$ cat config.mk
export PLATFORM = sky130hd
export DESIGN_NAME = uart_tx_param
export DESIGN_NICKNAME = d
export VERILOG_FILES = /design/src/rtl/uart_pkg.sv /design/src/rtl/uart_baud_gen.sv /design/src/rtl/uart_tx_param.sv
export SDC_FILE = /design/constraint.sdc
export NUM_CORES = 1
export LEC_CHECK = 0
export ABC_AREA = 1
export CAP_MARGIN = 30
export CORE_ASPECT_RATIO = 1.1
export CORE_MARGIN = 4
export CORE_UTILIZATION = 45
export CTS_CLUSTER_SIZE = 16
export DETAILED_ROUTE_END_ITERATION = 8
export GPL_TIMING_DRIVEN = 1
export PLACE_DENSITY = 0.76
export SKIP_CTS_REPAIR_TIMING = 1
export SYNTH_ARGS = -nofsm -noshare
export SYNTH_HDL_FRONTEND = slang
export SYNTH_SLANG_ARGS = --single-unit
$ cat constraint.sdc
create_clock -name clk -period 1.6 [get_ports clk]
set_clock_uncertainty 0.15 [all_clocks]
set_input_delay 0.16 -clock clk [delete_from_list [all_inputs] [get_ports clk]]
set_output_delay 0.16 -clock clk [all_outputs]
set_load 0.01 [all_outputs]
$ cat src/rtl/uart_pkg.sv
// Shared UART definitions: FSM state encoding, frame-length and counter-width
// helpers. Used by the transmitter and intended for a future receiver.
package uart_pkg;

  // Encoding is fixed (exported on the debug port); 5..7 are illegal.
  typedef enum logic [2:0] {
    IDLE   = 3'd0,
    START  = 3'd1,
    DATA   = 3'd2,
    PARITY = 3'd3,
    STOP   = 3'd4
  } state_t;

  // Bits per frame: start + data + optional parity + stop.
  function automatic int frame_len(input int data_bits, input int stop_bits,
                                   input int parity_bits);
    return 1 + data_bits + parity_bits + stop_bits;
  endfunction

  // Width of a counter that runs 0..n-1 (at least one bit).
  function automatic int cnt_width(input int n);
    return (n <= 2) ? 1 : $clog2(n);
  endfunction

endpackage

$ cat src/rtl/uart_baud_gen.sv
// Baud generator: counts 0..CLK_DIV-1 while enabled and pulses bit_tick on the
// last count, then wraps, so bit boundaries never drift across a frame.
module uart_baud_gen
  import uart_pkg::*;
#(
  parameter int CLK_DIV = 868
) (
  input  logic clk,
  input  logic rst,
  input  logic clear,
  input  logic enable,
  output logic bit_tick
);

  localparam int W = cnt_width(CLK_DIV);
  localparam logic [W-1:0] LAST = W'(CLK_DIV - 1);

  logic [W-1:0] cnt;

  assign bit_tick = enable && (cnt == LAST);

  // Count clocks within the current bit; clear restarts the bit on accept.
  // NOTE: sequential state uses non-blocking assignments so every register
  // samples pre-edge values regardless of statement order.
  always_ff @(posedge clk) begin
    if (rst || clear) begin
      cnt <= '0;
    end else if (enable) begin
      cnt <= bit_tick ? '0 : cnt + 1'b1;
    end
  end

endmodule

$ cat src/rtl/uart_tx_param.sv
// Parametrised UART transmitter: start bit, DATA_BITS data bits LSB-first,
// optional parity bit, STOP_BITS stop bits. One word per valid/ready handshake.
// Optional parity is compiled in by defining UART_TX_PARITY_EN.
module uart_tx_param
  import uart_pkg::*;
#(
  parameter int CLK_DIV    = 868,
  parameter int DATA_BITS  = 8,
  parameter int STOP_BITS  = 1,
  parameter int PARITY_ODD = 0
) (
  input  logic                 clk,
  input  logic                 rst,
  input  logic [DATA_BITS-1:0] tx_data,
  input  logic                 tx_valid,
  output logic                 tx_ready,
  output logic                 tx,
  output logic                 busy,
  output logic                 tx_done,
  output logic [2:0]           state
);

  if (CLK_DIV < 2 || CLK_DIV > 65535) begin : g_bad_clk_div
    $error("uart_tx_param: CLK_DIV must be 2..65535");
  end
  if (DATA_BITS < 5 || DATA_BITS > 9) begin : g_bad_data_bits
    $error("uart_tx_param: DATA_BITS must be 5..9");
  end
  if (STOP_BITS != 1 && STOP_BITS != 2) begin : g_bad_stop_bits
    $error("uart_tx_param: STOP_BITS must be 1 or 2");
  end
  if (PARITY_ODD != 0 && PARITY_ODD != 1) begin : g_bad_parity_odd
    $error("uart_tx_param: PARITY_ODD must be 0 or 1");
  end

  localparam logic [3:0] LAST_DATA = 4'(DATA_BITS - 1);
  localparam logic [3:0] LAST_STOP = 4'(STOP_BITS - 1);

  state_t               state_q, state_d;
  logic                 tx_d, done_d;
  logic [DATA_BITS-1:0] shreg_q, shreg_d;
  logic [3:0]           idx_q, idx_d;
  logic                 bit_tick;
`ifdef UART_TX_PARITY_EN
  logic                 par_q, par_d;
`endif

  assign tx_ready = (state_q == IDLE);
  assign busy     = ~tx_ready;
  assign state    = state_q;

  uart_baud_gen #(.CLK_DIV(CLK_DIV)) u_baud (
    .clk      (clk),
    .rst      (rst),
    .clear    (tx_valid && tx_ready),
    .enable   (busy),
    .bit_tick (bit_tick)
  );

  // Next-state, next-bit and shift logic; everything advances on bit_tick.
  // NOTE: every output gets a default first so no path can infer a latch.
  always_comb begin
    state_d = state_q;
    tx_d    = tx;
    shreg_d = shreg_q;
    idx_d   = idx_q;
    done_d  = 1'b0;
`ifdef UART_TX_PARITY_EN
    par_d   = par_q;
`endif
    case (state_q)
      IDLE: begin
        tx_d = 1'b1;
        if (tx_valid) begin
          state_d = START;
          tx_d    = 1'b0;
          shreg_d = tx_data;
          idx_d   = '0;
`ifdef UART_TX_PARITY_EN
          par_d   = ^tx_data ^ PARITY_ODD[0];
`endif
        end
      end
      START: begin
        if (bit_tick) begin
          state_d = DATA;
          tx_d    = shreg_q[0];
          shreg_d = shreg_q >> 1;
        end
      end
      DATA: begin
        if (bit_tick) begin
          if (idx_q == LAST_DATA) begin
            idx_d   = '0;
`ifdef UART_TX_PARITY_EN
            state_d = PARITY;
            tx_d    = par_q;
`else
            state_d = STOP;
            tx_d    = 1'b1;
`endif
          end else begin
            tx_d    = shreg_q[0];
            shreg_d = shreg_q >> 1;
            idx_d   = idx_q + 4'd1;
          end
        end
      end
`ifdef UART_TX_PARITY_EN
      PARITY: begin
        if (bit_tick) begin
          state_d = STOP;
          tx_d    = 1'b1;
          idx_d   = '0;
        end
      end
`endif
      STOP: begin
        tx_d = 1'b1;
        if (bit_tick) begin
          if (idx_q == LAST_STOP) begin
            state_d = IDLE;
            done_d  = 1'b1;
            idx_d   = '0;
          end else begin
            idx_d = idx_q + 4'd1;
          end
        end
      end
      default: begin
        state_d = IDLE;
        tx_d    = 1'b1;
      end
    endcase
  end

  // State, line and datapath registers with synchronous reset.
  always_ff @(posedge clk) begin
    if (rst) begin
      state_q <= IDLE;
      tx      <= 1'b1;
      tx_done <= 1'b0;
      shreg_q <= '0;
      idx_q   <= '0;
`ifdef UART_TX_PARITY_EN
      par_q   <= 1'b0;
`endif
    end else begin
      state_q <= state_d;
      tx      <= tx_d;
      tx_done <= done_d;
      shreg_q <= shreg_d;
      idx_q   <= idx_d;
`ifdef UART_TX_PARITY_EN
      par_q   <= par_d;
`endif
    end
  end

endmodule

# [Yosys cells after proc, flatten, opt, wreduce, memory -nomap -nowiden]
# Cells that the tools add are included.
[word_totals] reg_bits=27 inputBits=11 output_inout_bits=7 elab_cells=60
[classes] n_addsub=2 n_eq_ne=12 muxes=25 bitwise_logic=3 n_reduce_logical=12
[ops] operator="$mux 8" n=4
[ops] operator="$pmux 8 s3" n=1
[ops] operator="$mux 4" n=5
[ops] operator="$mux 3" n=6
[ops] operator="$pmux 3 s4" n=1
[ops] operator="$pmux 4 s3" n=1
[ops] operator="$add 10x1->10 const B" n=1
[ops] operator="$eq 10x10->1 const B" n=1
[ops] operator="$mux 10" n=1
[ops] operator="$ne 2x2->1 const B" n=4
[ops] operator="$ne 2x1->1 const B" n=3
[ops] operator="$reduce_and 6->1" n=1
[ops] operator="$reduce_bool 3->1" n=2
[ops] operator="$mux 1" n=5
[ops] operator="$reduce_and 5->1" n=1
[ops] operator="$add 4x1->4 const B" n=1
[ops] operator="$eq 4x3->1 const B" n=1
[ops] operator="$logic_not 4->1" n=1
[ops] operator="$reduce_and 4->1" n=1
[ops] operator="$eq 3x1->1 const B" n=1
[ops] operator="$eq 3x2->1 const B" n=1
[ops] operator="$eq 3x3->1 const B" n=1
[ops] operator="$logic_not 3->1" n=1
[ops] operator="$not 1->1" n=3
[ops] operator="other kinds (5)" n=6

# [Longest topological paths before layout]
# Gate-level depths: netlist (run 1).
[depth] word_depth=5 mapped_depth=11 mapped_depth_nobuf=11

# [Hierarchy]
# Synthesis (run 1) repeated with hierarchy kept, for this count alone.
[unflattened] cells_unflattened=247 area_unflattened_um2=1620.3
[by_module_without_submodules] module="uart_tx_param" n_inst=1 cells_per_inst=171 area_per_inst_um2=1059.8 seq_area_each_um2=340.3
[by_module_without_submodules] module="uart_baud_gen" n_inst=1 cells_per_inst=76 area_per_inst_um2=560.5 seq_area_each_um2=200.2

# [Worst setup path after synthesis (run 1)]
# Ideal clock, no wire load.
[synth_path] path_type="reg2reg" start="reg u_baud.cnt[0]" end="reg shreg_q[3]" setup_ps=116 arrival_ps=1367 t_required_ps=1334 slack_ps=-33 stages_incl_launch_ff=9 path_buffers=0 period_less_slack_ps=1633 path_cell_list="dfxtp_1 > ha_1 > nand3_1 > nor2_1 > nand3_4 > nand2_4 > nand2_4 > o21ai_0 > nor2_1"
[synth_between] elab_chain_len=4 word_cells_on_any_way=5 classes_between="eq/ne: 3; reduce/logical: 2"
[synth_rtl] element="start, declared" line_no="uart_baud_gen.sv:18" rtl="logic [W-1:0] cnt;"
[synth_rtl] element="start signal, assigned" line_no="uart_baud_gen.sv:29" rtl="cnt <= bit_tick ? '0 : cnt + 1'b1;"
[synth_rtl] element="$eq 10x10->1 *" line_no="uart_baud_gen.sv:20" rtl="assign bit_tick = enable && (cnt == LAST);"
[synth_rtl] element="$logic_and 1x1->1 *" line_no="uart_baud_gen.sv:20"
[synth_rtl] element="$ne 2x1->1 (no source line)"
[synth_rtl] element="$reduce_and 5->1 (no source line) *"
[synth_rtl] element="end signal, assigned" line_no="uart_tx_param.sv:152" rtl="shreg_q <= shreg_d;"
[synth_rtl] element="end, declared" line_no="uart_tx_param.sv:41" rtl="logic [DATA_BITS-1:0] shreg_q, shreg_d;"
# Every way passes the cells marked *; elsewhere a longest branch is shown, timed or not.
# A chain may end at the register's enable or synchronous reset.

# [Worst setup path in the final report (run 1)]
[layout_path] start="reg idx_q[1]" end="reg shreg_q[7]"
[layout_between] elab_chain_len=3
[layout_rtl] element="start, declared" line_no="uart_tx_param.sv:42" rtl="logic [3:0] idx_q, idx_d;"
[layout_rtl] element="start signal, assigned" line_no="uart_tx_param.sv:153" rtl="idx_q <= idx_d;"
[layout_rtl] element="$eq 4x3->1" line_no="uart_tx_param.sv:93" rtl="if (idx_q == LAST_DATA) begin"
[layout_rtl] element="$ne 2x2->1 (no source line)"
[layout_rtl] element="$reduce_and 5->1 (no source line)"
# Every way passes these cells.

==> results of run 1 <==
==> worst max path at each step <==
stage	cells after the start	to	slack [ns]
after floorplan	8	shreg_q[3]	0.002
after global placement	4	tx_ready	-0.01
after detailed placement	9	shreg_q[7]	-0.05
after CTS	4	tx_ready	-0.41
after global routing	11	u_baud.cnt[8]	-0.11
final	9	shreg_q[7]	-0.01
==> area by class of cell <==
type,instances,area [um2],area share (%)
multi-input cells,165,1087,46.97
flip-flops and latches,27,560.5,24.22
repair buffers,51,466.7,20.16
inverters,26,110.1,4.757
well taps,48,60.06,2.595
clock buffers,3,22.52,0.9730
clock inverters,1,7.507,0.3243
==> per-layer routing <==
layer | track usage (%) | vias up | wire length (um)
met5 | 0 | - | 0
met4 | 9.113 | 0 | 95
met3 | 2.755 | 7 | 147
met2 | 23.31 | 38 | 1776
met1 | 21.40 | 677 | 1667
li1 | - | 811 | -
==> Yosys cell counts, drive strengths merged <==
library cell  count
o22ai             1
nor2             37
a21boi            1
a21oi            17
buf               1
dfxtp            27
a211oi            2
nor3              5
ha                3
o21ai            12
xor2              1
inv              26
nand2            68
xnor2             1
nand4             2
nand3            14
==> cells by family (layout without fill, tap and decap cells) <==
group,after synthesis,in the layout,synth area share (%)
flip-flops,27,27,35.04
XOR/XNOR,2,2,1.136
AO/OA/AOI/OAI,33,33,12.49
AND/OR/NAND/NOR,126,127,41.77
buffers and inverters,27,81,7.137
adder cells (fa/ha/maj),3,3,2.433
==> stage by stage <==
stage	hold WS [ns]	util (%)	instance area, um2	TNS (ns)
5_1_grt	0.2699	69.50	2315	-1.397
6_report	0.2563	69.50	2315	-0.01908
2_1_floorplan	0.07907	-	1545	0
3_3_place_gp	0.2979	59.17	1971	-0.01284
3_5_place_dp	0.2968	59.17	1971	-0.2574
4_1_cts	0.2426	60.07	2001	-1.540
==> layout by cell type, fill, tap and decap left out, drive strengths merged <==
cell           count
a211oi             2
a21boi             1
a21oi             17
buf               34
clkbuf             3
clkdlybuf4s50     12
clkinvlp           1
dfxtp             27
dlymetal6s2s       5
ha                 3
inv               26
nand2             69
nand3             14
nand4              2
nor2              37
nor3               5
o21ai             12
o22ai              1
xnor2              1
xor2               1
==> power breakdown <==
group          total [mW]  switching [mW]  leakage [nW]  internal [mW]
registers            1.02           0.144         0.225          0.881
logic                2.19            1.20         0.814          0.988
clock network       0.315           0.219        0.0139         0.0963
==> sequential cells by signal (all words and copies together), names as in the netlist <==
signal	cells
u_baud.cnt	10
tx	1
tx_done	1
idx_q	4
shreg_q	8
state	3
==> critical path, delay by kind of cell, from the launching register on <==
| family | cells | cell delay [ns] |
|---|---|---|
| AO/OA/AOI/OAI | 2 | 0.21 |
| adder cells (fa/ha/maj) | 1 | 0.16 |
| buffers and inverters | 2 | 0.22 |
| flip-flops | 1 | 0.39 |
| AND/OR/NAND/NOR | 4 | 0.42 |
==> impl_metrics.toml, run 1 <==
[floorplanning]
die_w_um = 63.83
die_area_mm2 = 0.004430
ios = 18
row_count = 22
core-area_mm2 = 0.003331
initial_utilization_pct = 46.32
die_h_um = 69.41

[clock_tree]
tritoncts = "done"
cts_sinks = 27
cts_max_path_buffers = 2
clk_latency_ns = 0.34
clk_pin_slew_worst_paths_ns = 0.15
htreeDepth = 1
cts_inserted_buffers = 3
clock-root-buffer = "clkbuf_4"

[synth]
synth_area_leader_cell = "dfxtp_1"
ys_seq_area_share_pct = 35.04
synth.top_cell.area_share_pct = 35.04
ys.warnings.count = 0
syn_nets = 232
syn_inst = 218
synth-seq-cells = 27
yosysUniqueCellTypes = 31
synth_area_mm2 = 0.001543
synth_area_leaders = "dfxtp_1 35%, nand2_1 14%, nor2_1 7.3%"
syn_area_per_cell_um2 = 7.077

[flow_run]
drv_cap = 0

[finish]
fin_cells = 321
diodes = 0
drive_gt1_share_pct = 39.19
areaGrowthSynthToFinish_pct = 50.04
fill_cells = 248
nets = 288

[timing]
fin_crit_ns = 1.610
rsz0062_at_grt = "yes"
worst_slack_ns = -0.01035
maxSlewHeadroom_pct = 83.29
fmax_mhz = 621.0
period_share_pct = 100.6
worstMarginPinSlew_ns = 0.2485
setup_violations = 2
hold_viol_final = 0
maxSlewViolCount = 0

[detailed_routing]
drt-pass1-iter-count = 4
final_antenna_net_count = 0
wl_um = 3686
via_per_inst = 4.776
drt_iter0_drc = 75
drc_errors = 0
vias = 1533
post_drt_wl_per_cell_um = 11.48

[setup_path]
critPathSlowestCell = "dfxtp_4"
critPathLaunch = "idx_q[1]"
reg2reg_depth = 9
reg2reg_slack_ns = -0.01
end_kind = "register"
cp_cell_sequence = "ha_4, nand2_2, inv_2, nand2_4, a21oi_4, nor2_4, buf_4, nand3_2, a21oi_2"
worstPathArrival_ns = 1.75
reg2reg_to = "shreg_q[7]"
cp_max_fo = 6
path_class = "register to register"
r2r_start = "idx_q[1]"
cpPeakStageDelay_ns = 0.39
cp-start-kind = "register"
cp.required_ns = 1.74

[global_route]
grt_pass1_wl_um = 5720
grt.total_usage_pct = 15.81
antenna_found_initial = 0
grt_pass1_vias = 1363
grt_max_degree = 17
grt.overflow.total = 0

[status]
violations = "negative setup slack"
outcome = "finished, violations left"

[pwr]
p_leak_nw = 1.052
p_per_area_mw_per_mm2 = 1525
irDropWorstVdd_mv = 0.7223
finalPower_mw = 3.531

[placed_design]
hpwl_um = 2556
dp_slack_ns = -0.04593
gp_congestion = 0.8264
placedCellCount = 307
io_buffers = 17

[min_path]
hold_path_end = "shreg_q[7]"
worstHoldPathType = "primary input to register"
worstHoldPathCells = 3
hold_start = "tx_data[7]"
Power figures use the tool's default switching activity.
==> inputs of run 2 (changes only) <==
--- a/config.mk
+++ b/config.mk
@@ -7,7 +7,7 @@
 export LEC_CHECK = 0
 export ABC_AREA = 1
 export CAP_MARGIN = 30
-export CORE_ASPECT_RATIO = 1.1
+export CORE_ASPECT_RATIO = 1.2
 export CORE_MARGIN = 4
 export CORE_UTILIZATION = 45
 export CTS_CLUSTER_SIZE = 16
==> impl_metrics.toml, run 2 (synthesized netlist as in run 1, its figures left out) <==
[status]
outcome = "finished, violations left"
violations = "negative setup slack"

[min_path]
worstHoldPathCells = 2
worstHoldPathType = "register to register"
hold_start = "shreg_q[0]"
hold_path_end = "shreg_q[0]"

[setup_path]
reg2reg_slack_ns = -0.05
cp-start-kind = "register"
cp_max_fo = 4
cp.required_ns = 1.67
worstPathArrival_ns = 1.72
r2r_start = "state[0]"
reg2reg_to = "idx_q[3]"
path_class = "register to register"
end_kind = "register"
reg2reg_depth = 9

[pwr]
p_seq_share_pct = 28.7
power_switching_share_pct = 44.49
power_frac_clock_pct = 10.8
p_leak_nw = 1.049
p_per_area_mw_per_mm2 = 1576
irDropWorstVdd_mv = 1.106
internal_power_mw = 1.991
combPwrFrac_pct = 60.5
p_switching_mw = 1.596

[detailed_routing]
drt-pass1-iter-count = 4
post_drt_wl_per_cell_um = 12.06
vias = 1555
final_antenna_net_count = 0
wl_um = 3716
via_per_inst = 5.049
drt_iter0_drc = 51
drc_errors = 0

[clock_tree]
htreeDepth = 1
clock-root-buffer = "clkbuf_8"
cts_max_path_buffers = 2
cts_sinks = 27
clk_pin_slew_worst_paths_ns = 0.09
clk_latency_ns = 0.27
tritoncts = "done"
cts_inserted_buffers = 3

[floorplanning]
initial_utilization_pct = 46.62
die_area_mm2 = 0.004433
core-area_mm2 = 0.003309
ios = 18
die_w_um = 61.45
die_h_um = 72.14
row_count = 23

[placed_design]
io_buffers = 17
gp_congestion = 0.8248
placed_area_mm2 = 0.001922
placedCellCount = 293
hpwl_um = 2448

[finish]
fin_cells = 308
postLayoutCellArea_mm2 = 0.002276
multi_input_area_mm2 = 0.001085
layout_common_cells = "47 x nand2_1, 29 x buf_4, 26 x nor2_1"
mostFrequentLayoutCell = "nand2_1"
largest-register = "u_baud.cnt"
ff_latch_area_um2 = 559.3
final_util_pct = 68.77
areaGrowthSynthToFinish_pct = 47.53
nets = 286
diodes = 0
fill_cells = 254
largest_register_ffs = 10
largest_registers = "u_baud.cnt (10), shreg_q (8), idx_q (4)"
drive_gt1_share_pct = 39.11

[timing]
setup_tns_ns = -0.08260
maxSlewViolCount = 0
worstMarginPinSlew_ns = 0.2730
setup_violations = 5
rsz0062_at_grt = "yes"
fmax_mhz = 606.6
fin_crit_ns = 1.649
hold_viol_final = 0
maxSlewHeadroom_pct = 81.76
worst_slack_ns = -0.04851
period_share_pct = 103.0

[global_route]
grt.overflow.total = 0
antenna_found_initial = 0
grt_pass1_vias = 1418
grt.total_usage_pct = 16.45
grt_pass1_wl_um = 5706
grt_max_degree = 16

[flow_run]
drv_cap = 0
[run 2: cell count changes in the layout (fill, tap and decap cells not counted), moves of 2 or more]
cell and delta:
clkbuf_8 +3, buf_4 -2, nand2_4 +2, buf_6 +2, clkbuf_4 -3, nand2_2 -2
a21oi_1 +2, buf_12 -2, o21ai_2 +2
[run 2: how the worst max path moves through the flow]
| stage | slack (ns) | startpoint | end |
|---|---|---|---|
| 6_report | -0.05 | state[0] | idx_q[3] |
| 5_1_grt | -0.14 | state[0] | idx_q[3] |
| 4_1_cts | -0.37 | state[1] | tx_ready |
| 3_5_place_dp | -0.03 | state[1] | tx_ready |
| 3_3_place_gp | -0.02 | state[1] | tx_ready |
| 2_1_floorplan | 0.002 | u_baud.cnt[0] | shreg_q[3] |
[run 2: worst max-delay path: stages (launching register included)]
cell and delay [ns]:
dfxtp_4 0.37, buf_4 0.15, nor3_2 0.27, nand2_2 0.13, nand2_4 0.09, buf_4 0.12, nand3_1 0.06, nand3_1 0.09
nand2_1 0.06, nor2_1 0.09
[run 2: layout make-up]
class / instances / area share (%)
timing repair buffer: 49 / 18.75
clock buffer: 3 / 1.814
sequential: 27 / 24.57
multi-input combinational: 165 / 47.66
inverter: 26 / 4.948
clock inverter: 1 / 0.2199
tap: 37 / 2.034
[run 2: power groups by stage]
stage | clock [mW] | sequential (mW) | combinational, mW
finish | 0.388 | 1.03 | 2.17
global route | 0.425 | 1.05 | 2.38
CTS | 0.399 | 0.970 | 1.70
detailed placement | 0 | 0.980 | 1.68
global placement | 0 | 0.980 | 1.66
floorplan | 0 | 0.989 | 1.10
[run 2: per-layer routing]
| metal | track usage [%] | wire (um) | vias up | part of all wire (%) |
|---|---|---|---|---|
| met5 | 0 | 0 | - | 0 |
| met4 | 5.660 | 76 | 0 | 2.0 |
| met3 | 2.135 | 98 | 7 | 2.6 |
| met2 | 30.00 | 1966 | 24 | 53 |
| met1 | 19.05 | 1574 | 717 | 42 |
| li1 | - | - | 807 | - |
[run 2: stage by stage]
stage / power (mW) / hold WS (ns) / worst slack [ns]
floorplan: 2.094 / 0.07907 / 0.001988
global placement: 2.635 / 0.2954 / -0.01918
detailed placement: 2.664 / 0.2995 / -0.03023
CTS: 3.068 / 0.3113 / -0.3700
global route: 3.855 / 0.3128 / -0.1448
finish: 3.587 / 0.3160 / -0.04851
==> RTL change, RTL diff (flow settings as in run 2) <==
`CLK_DIV` is set to 868 in 2 places; all go to 1736.
--- a/src/rtl/uart_baud_gen.sv
+++ b/src/rtl/uart_baud_gen.sv
@@ -4,5 +4,5 @@
   import uart_pkg::*;
 #(
-  parameter int CLK_DIV = 868
+  parameter int CLK_DIV = 1736
 ) (
   input  logic clk,
--- a/src/rtl/uart_tx_param.sv
+++ b/src/rtl/uart_tx_param.sv
@@ -5,5 +5,5 @@
   import uart_pkg::*;
 #(
-  parameter int CLK_DIV    = 868,
+  parameter int CLK_DIV    = 1736,
   parameter int DATA_BITS  = 8,
   parameter int STOP_BITS  = 1,
Function: no difference found for any inputs over 10 cycles, from zero or initial values and one cycle with rst high; that may be too few to reach the edited logic, so the function may still have changed.
==> RTL change against run 2 <==
The flow still finishes with violations (negative setup slack). Power rose by 25%. Wire length increased by 9.1%. First-iteration DRC count rose by 14%. Sequential cell count rose by 1. Critical path depth up 1. Synthesized area is 2.0% higher. Final area rose by 6.5%. Core utilization is 3.2 points higher. Worst setup slack worse by 50 ps. Largest power group unchanged. Highest routed layer unchanged.
==> RTL change: results (changes against run 2) <==
* Status: complete, but fails checks
* Failing checks: negative setup slack
* Biggest cell delay along the critical path at 370 ps (about the same)
* First-pass GRT wire length at 5840 um (+2.3%)
* Global routing usage on met3 at 0.0265 (+0.00520)
* Post-DP HPWL at 2540 um (+3.9%)
* Via/cell ratio at 5.02 (-0.54%)
* Worst hold path depth at 3 (+1)
* Maximum vdd drop at 1340 uV (+21%)
* Total negative slack at -930 ps (-848 ps)
* Top post-synthesis cells by count: 63 x nand2_1, 43 x nor2_1, 28 x dfxtp_1
* Crit start category: flop
* Critical-path top delay cell: dfxtp_4
* Initial antenna violation count at 0 (unchanged)
* Yosys warning count at 0 (unchanged)
* Clk Latency, worst-skew pair at 270 ps (about the same)
* I/O Buffers at 17 (unchanged)
* Synth Flop Type: dfxtp_1
* Routability cong. at 0.937 (+14%)
* CP delay by family, top: simple AND/OR/NAND/NOR gates
* Root buf cell: clkbuf_8
* CP Data Arrival Time at 1710 ps
* Post-Route WL at 4050 um (+9.1%)
* CTS Buffer Depth at 2 (unchanged)
* R2r worst-path depth at 10 (+1)
* Fin nets at 305 (+6.6%)
* Synth area leaders: dfxtp_1 36%, nand2_1 15%, nor2_1 10%
* Placement Setup Slack at -81.5 ps (-51.3 ps)
* DR iter-0 viols at 58 (+14%)
* Largest net degree at the start of global routing at 15 (-1)
* Max-slew headroom at the worst pin at 0.829 (+0.0110)
* Hold crit path type: in2reg
* Sequential area share after synthesis at 0.356 (+0.00576)
* Netlist cell types at 26 (-16%)
* Syn nets at 241 (+3.9%)
* H-tree Lvls at 1 (unchanged)
* CTS Buf Count at 3 (unchanged)
* Largest regs: u_baud.cnt (11), shreg_q (8), idx_q (4)
* CP max FO at 3 (-1)
* Setup violations, final at 20 (+15)
* N_diodes at 0 (unchanged)
* GR Util All Layers at 0.168 (+0.00312)
* Met1 usage at 0.212 (+0.0216)
* 1st-pass router iterations at 4 (unchanged)
* Vias in the first global route at 1417 (-0.071%)
* Clock transition at the registers of the reported paths at 90 ps (about the same)
* Placed Area at 0.00204 mm2 (+6.1%)
* Met2 Resource Use GR at 0.274 (-0.0258)
* Setup ws final at -98.1 ps (-49.6 ps)
* Leakage power at 0.00110 uW (+4.6%)
* Share of cells above drive strength 1 at 0.436 (+0.0448)
* Async S/R FF share, synth at 0 (unchanged)
==> RTL change: stage by stage <==
stage          cells  utilization  hold WS, ps
2_1_floorplan    227            -         72.4
3_3_place_gp     312        0.606          304
3_5_place_dp     312        0.606          305
4_1_cts          315        0.618          314
5_1_grt          326        0.720          307
6_report         326        0.720          311
==> RTL change: final cells by class <==
type	instances	area, um2
multi-input cells	178	1120
fillers	244	942
flip-flops and latches	28	579
repair buffers	59	541
inverters	21	98.8
well taps	37	46.3
clock buffers	3	41.3
==> RTL change: where the power goes <==
part	switching (uW)	internal, uW	total [uW]
sequential	164	922	1090
clock	207	169	376
combinational	1640	1390	3040
total	2020	2480	4500
==> RTL change: cells by family (layout without fill, tap and decap cells) <==
group	count (synthesis)	after routing	share of synthesized area
xor+xnor	4	4	0.0223
flops	28	28	0.356
fa+ha+maj	3	3	0.0238
compound gates	27	27	0.0970
buf+inv	22	83	0.0556
simple gates	143	144	0.445
==> RTL change: worst paths after layout <==
path | from | end
hold reg to reg | shreg_q[1] | shreg_q[1]
setup reg to reg | idx_q[0] | tx
hold / removal | tx_data[7] | shreg_q[7]
setup / recovery | idx_q[0] | tx
==> RTL change: metal layers <==
layer  vias up  part of all wire
met4         0             0.014
li1        857                 -
met3         7             0.040
met5         -                 0
met1       735              0.42
met2        38              0.53
==> RTL change: tightest hold or removal path, cell delays in order <==
cell and delay, ps:
clkdlybuf4s50_1 410, nand3_2 80, a21oi_2 40
